--- src/rtl/busca_instrucao.sv ---
// Instruction fetch unit: owns the PC, reads the program ROM and hands words to decode via valid/ready.
// Optional halt on the null opcode 0x00 when BUSCA_PARADA_EN is defined.
module busca_instrucao #(
    parameter int unsigned TAM_MEM = 32,
    parameter int unsigned LARGURA = 8
) (
    input  logic               clk,
    input  logic               reset,
    input  logic               iniciar,
    input  logic               salto_valido,
    input  logic [7:0]         salto_endereco,
    output logic [7:0]         ler_endereco,
    input  logic [LARGURA-1:0] instrucao_in,
    output logic [LARGURA-1:0] instrucao_out,
    output logic [7:0]         pc_out,
    output logic               valido,
    input  logic               pronto,
    output logic               parado
);

    localparam int unsigned AW = (TAM_MEM > 1) ? $clog2(TAM_MEM) : 1;

    typedef enum logic [1:0] {
        OCIOSO   = 2'd0,
        BUSCANDO = 2'd1,
        PARADO   = 2'd2
    } estado_t;

    estado_t            estado, estado_nxt;
    logic [AW-1:0]      pc, pc_nxt;
    logic [LARGURA-1:0] instrucao_nxt;
    logic [7:0]         pc_out_nxt;
    logic               valido_nxt;
    logic               parado_nxt;

    // Jump target bits above the ROM address range are deliberately dropped.
    if (AW < 8) begin : g_salto_hi
        logic unused_salto_hi;
        assign unused_salto_hi = ^salto_endereco[7:AW];
    end

    assign ler_endereco = 8'(pc);

    always_ff @(posedge clk) begin
        if (reset) begin
            estado        <= OCIOSO;
            pc            <= '0;
            instrucao_out <= '0;
            pc_out        <= '0;
            valido        <= 1'b0;
            parado        <= 1'b0;
        end else begin
            estado        <= estado_nxt;
            pc            <= pc_nxt;
            instrucao_out <= instrucao_nxt;
            pc_out        <= pc_out_nxt;
            valido        <= valido_nxt;
            parado        <= parado_nxt;
        end
    end

    always_comb begin
        estado_nxt    = estado;
        pc_nxt        = pc;
        instrucao_nxt = instrucao_out;
        pc_out_nxt    = pc_out;
        valido_nxt    = valido;
        parado_nxt    = parado;

        // A completed handshake frees the slot unless a capture refills it below.
        if (valido && pronto) begin
            valido_nxt = 1'b0;
        end

        case (estado)
            OCIOSO: begin
                if (iniciar) begin
                    estado_nxt = BUSCANDO;
                    pc_nxt     = '0;
                end
            end

            BUSCANDO: begin
                if (salto_valido) begin
                    pc_nxt     = salto_endereco[AW-1:0];
                    valido_nxt = 1'b0;
                end else if (!valido || pronto) begin
                    instrucao_nxt = instrucao_in;
                    pc_out_nxt    = 8'(pc);
                    valido_nxt    = 1'b1;
                    pc_nxt        = pc + AW'(1);
`ifdef BUSCA_PARADA_EN
                    if (instrucao_in == '0) begin
                        estado_nxt = PARADO;
                        parado_nxt = 1'b1;
                        pc_nxt     = pc;
                    end
`endif
                end
            end

            PARADO: begin
                if (iniciar) begin
                    estado_nxt = BUSCANDO;
                    pc_nxt     = '0;
                    valido_nxt = 1'b0;
                    parado_nxt = 1'b0;
                end
            end

            default: begin
                estado_nxt = OCIOSO;
            end
        endcase
    end

endmodule
--- config.mk ---
export PLATFORM = sky130hd
export DESIGN_NAME = busca_instrucao
export DESIGN_NICKNAME = d
export VERILOG_FILES = /design/src/rtl/busca_instrucao.sv
export SDC_FILE = /design/constraint.sdc
export NUM_CORES = 1
export LEC_CHECK = 0
export ABC_AREA = 1
export BUFFER_PORTS_ARGS = -buffer_cell sky130_fd_sc_hd__buf_4
export CAP_MARGIN = 20
export CORE_MARGIN = 8
export CORE_UTILIZATION = 39
export CTS_CLUSTER_DIAMETER = 80
export DETAILED_ROUTE_END_ITERATION = 8
export GPL_TIMING_DRIVEN = 0
export HOLD_SLACK_MARGIN = 0.15
export PLACE_DENSITY_LB_ADDON = 0.3
export SLEW_MARGIN = 20
export SYNTH_ARGS = -nofsm -noshare
export SYNTH_HDL_FRONTEND = slang
export SYNTH_SLANG_ARGS = --single-unit
--- constraint.sdc ---
create_clock -name clk -period 1.15 [get_ports clk]
set_clock_uncertainty 0.05 [all_clocks]
set_input_delay 0.0575 -clock clk [delete_from_list [all_inputs] [get_ports clk]]
set_output_delay 0.0575 -clock clk [all_outputs]
set_load 0.01 [all_outputs]
==> impl_results.md <==
* Status: finished, violations left
* Violated checks: setup timing
* Worst slew pin tran at 640.4 ps
* Ports at 47
* Synth Area in Compound Gates at 15.07%
* Synth Area in Simple Gates at 28.83%
* Syn Std Cell Area at 954.7 sq um
* Avg WL per Cell at 11.98 um
* # fillers at 206
* R2R Path End: pc_out[4]$_SDFFE_PP0P_
* Max-cap violations at 0
* Core area at 2387 sq um
* Max-slew violations at 0
* Fmax at 0.8614 GHz
* Worst hold path class: in -> reg
* PortBufs at 35
* CP Capture Point: pc_out[4]$_SDFFE_PP0P_
* Post-route ant nets at 0
* Layout area overhead at 70.90%
* Die width at 65.48 um
* Peak VDD IR at 0.0008056 V
* Synth Area per Inst at 7.344 sq um
* LEAKAGE at 0.7307 nW
* Commonest cells after routing, fill and taps aside: 45 x buf_4, 34 x nand2_1, 16 x dfxtp_1
* Vias in the first global route at 1,041
* WP data arrival at 1300 ps
* Hold Violations, Final at 0
* FF/Latch Area at 412.9 sq um
* Initial antenna violation count at 0
* Deepest clock path buffer count at 2
* Tot Pwr at 1.692 mW
* Final worst slack at -10.87 ps
* First-pass GRT wire length at 4.581 mm
* Slew headroom at 57.31%
* Data required time of the critical path at 1290 ps
* GP Congestion at 0.8017
* Via Count at 1,019
* Sequential fraction of the synthesis area at 41.94%
* Root Buffer: clkbuf_4
* Type of the worst setup path: reg -> reg
* Number of synthesis warnings at 0
* Largest family of logic cells by synthesized area: simple AND/OR/NAND/NOR gates
* Power Density at 1037 nW/um^2
* Crit path time final at 1161 ps
* Post-synthesis mux area share at 0%
* Reg2Reg Setup Slack at -10 ps
* Cells after Synth at 130
* Hold Buf Count CTS at 14
* TritonRoute pass-1 iters at 4
* 1st-iter DRT viols at 41
* Die Area at 4287 sq um
* All-Layer GR Usage at 13.15%
* Final routed DRC violation total at 0
* DP HPWL at 1.931 mm
* Fraction of layout cells with a size suffix above 1 at 45.18%
* Worst setup SP type: flip-flop
* Post-synth cell types at 20
* CP startpoint: valido$_SDFF_PP0_
* Crit. End Element: flip-flop
* Fin area at 1632 sq um
* Final Setup Violations at 4
* Largest net degree at the start of global routing at 13
* Crit-path max FO at 7
* Remaining global-route overflow at 0
* Clk slew on worst S/H paths at 130 ps
* # clock sinks at 20
* CTS Buf Count at 3
* DR vias/cell at 4.489
* Critical R2R Launch: valido$_SDFF_PP0_
* RSZ-0062 raised after global routing: true
* Initial core utilization at 39.99%
* Length in cells of the worst reg-to-reg path at 7
* Antenna Diode Count at 0
* Multi-input gate area at 516.7 sq um
* XOR/XNOR Fraction of Synth Area at 0%
* Final period util at 100.9%
* Row cnt at 18
* Most common cell after layout, fill and taps aside: buf_4
* Final WL at 2.719 mm
* Clock Latency Late Sink at 310 ps
* Post-synthesis adder-cell area fraction at 1.311%
* CTS H-tree lvls at 1
* Nets at 220
* Area after DPL at 1282 sq um
* CTS tree: done
* Yosys reg bits at 20
* Die Height at 65.48 um
==> logic make-up after synthesis <==
| group | after synthesis |
|---|---|
| AND/OR/NAND/NOR | 64 |
| other | 1 |
| adder cells (fa/ha/maj) | 1 |
| AO/OA/AOI/OAI | 22 |
| buffers and inverters | 22 |
| flip-flops | 20 |
==> worst max-delay path, cell delays in order, from the launching register on <==
cell and delay, ps:
dfxtp_2 370, inv_2 40, nor2_4 130, nor2_4 50
buf_12 130, buf_6 110, nor2_1 100, a211oi_1 50
==> timing repair <==
item                                    CTS  global route
gates cloned                              1             1
endpoints found under the hold margin    15             4
endpoints found under the setup margin   18            18
resized for setup                        13            17
buffers inserted                          4             3
pin swaps                                 1            10
==> cell usage after synthesis <==
| master | number | area share [%] |
|---|---|---|
| dfxtp_1 | 20 | 42 |
| buf_6 | 1 | 1.2 |
| buf_4 | 7 | 5.5 |
| inv_1 | 10 | 3.9 |
| o21ai_0 | 1 | 0.52 |
| nor2_1 | 12 | 4.7 |
| inv_4 | 1 | 0.66 |
| a21oi_1 | 11 | 5.8 |
| nand2_4 | 1 | 1.2 |
| clkbuf_1 | 2 | 0.79 |
| nor2_4 | 1 | 1.2 |
| nand2_2 | 3 | 2.0 |
| nand3_1 | 6 | 3.1 |
| nand2_1 | 39 | 15 |
| inv_2 | 1 | 0.39 |
| nand4_1 | 2 | 1.3 |
| a211oi_1 | 3 | 2.4 |
| a21oi_2 | 7 | 6.4 |
| ha_1 | 1 | 1.3 |
| conb_1 | 1 | 0.39 |
==> worst min-delay path by stage <==
stage                         start                       endpoint  slack [ps]  cells after the start
finish                 salto_valido              valido$_SDFF_PP0_          70                      4
global route           salto_valido              valido$_SDFF_PP0_          80                      4
CTS                    salto_valido              valido$_SDFF_PP0_          50                      4
detailed placement  instrucao_in[2]  instrucao_out[2]$_SDFFE_PP0P_         280                      3
global placement    instrucao_in[3]  instrucao_out[3]$_SDFFE_PP0P_         280                      3
floorplan           instrucao_in[2]  instrucao_out[2]$_SDFFE_PP0P_         150                      2
==> metal layers <==
metal	GRT usage, %	vias up	wire length (um)
met1	14.04	447	1070
met3	4.762	4	243
met5	0	-	0
li1	-	533	-
met4	5.722	0	29
met2	22.76	35	1375
==> where the power goes <==
part	switching, mW	total, mW	leakage (nW)	internal, mW
sequential	0.0271	0.749	0.166	0.722
clock	0.225	0.578	0.0279	0.352
combinational	0.170	0.365	0.537	0.195
==> stage by stage <==
step	setup WS, ps	setup TNS (ps)	utilization, %	hold WS, ps	std cells
finish	-10.87	-24.61	68.34	67.00	227
global route	-66.04	-565.6	68.34	83.94	227
CTS	4.021	0	64.68	53.15	224
detailed placement	-90.90	-868.8	53.72	276.9	201
global placement	-23.31	-95.24	53.72	275.3	201
floorplan	16.33	0	-	150.6	136
==> state kept, by name, summed over array words and instances, names as in the netlist <==
signal / cells
estado: 1
pc_out: 5
valido: 1
pc: 5
instrucao_out: 8
==> cell type report <==
cell class | instances | share of cell area, %
multi-input cells | 94 | 31.67
clock inverters | 1 | 1.840
plain buffers | 10 | 4.371
repair inverters | 1 | 0.3067
flip-flops and latches | 20 | 25.31
inverters | 12 | 3.221
well taps | 30 | 2.301
clock buffers | 3 | 1.380
repair buffers | 56 | 29.60
Power figures use the tool's default switching activity.
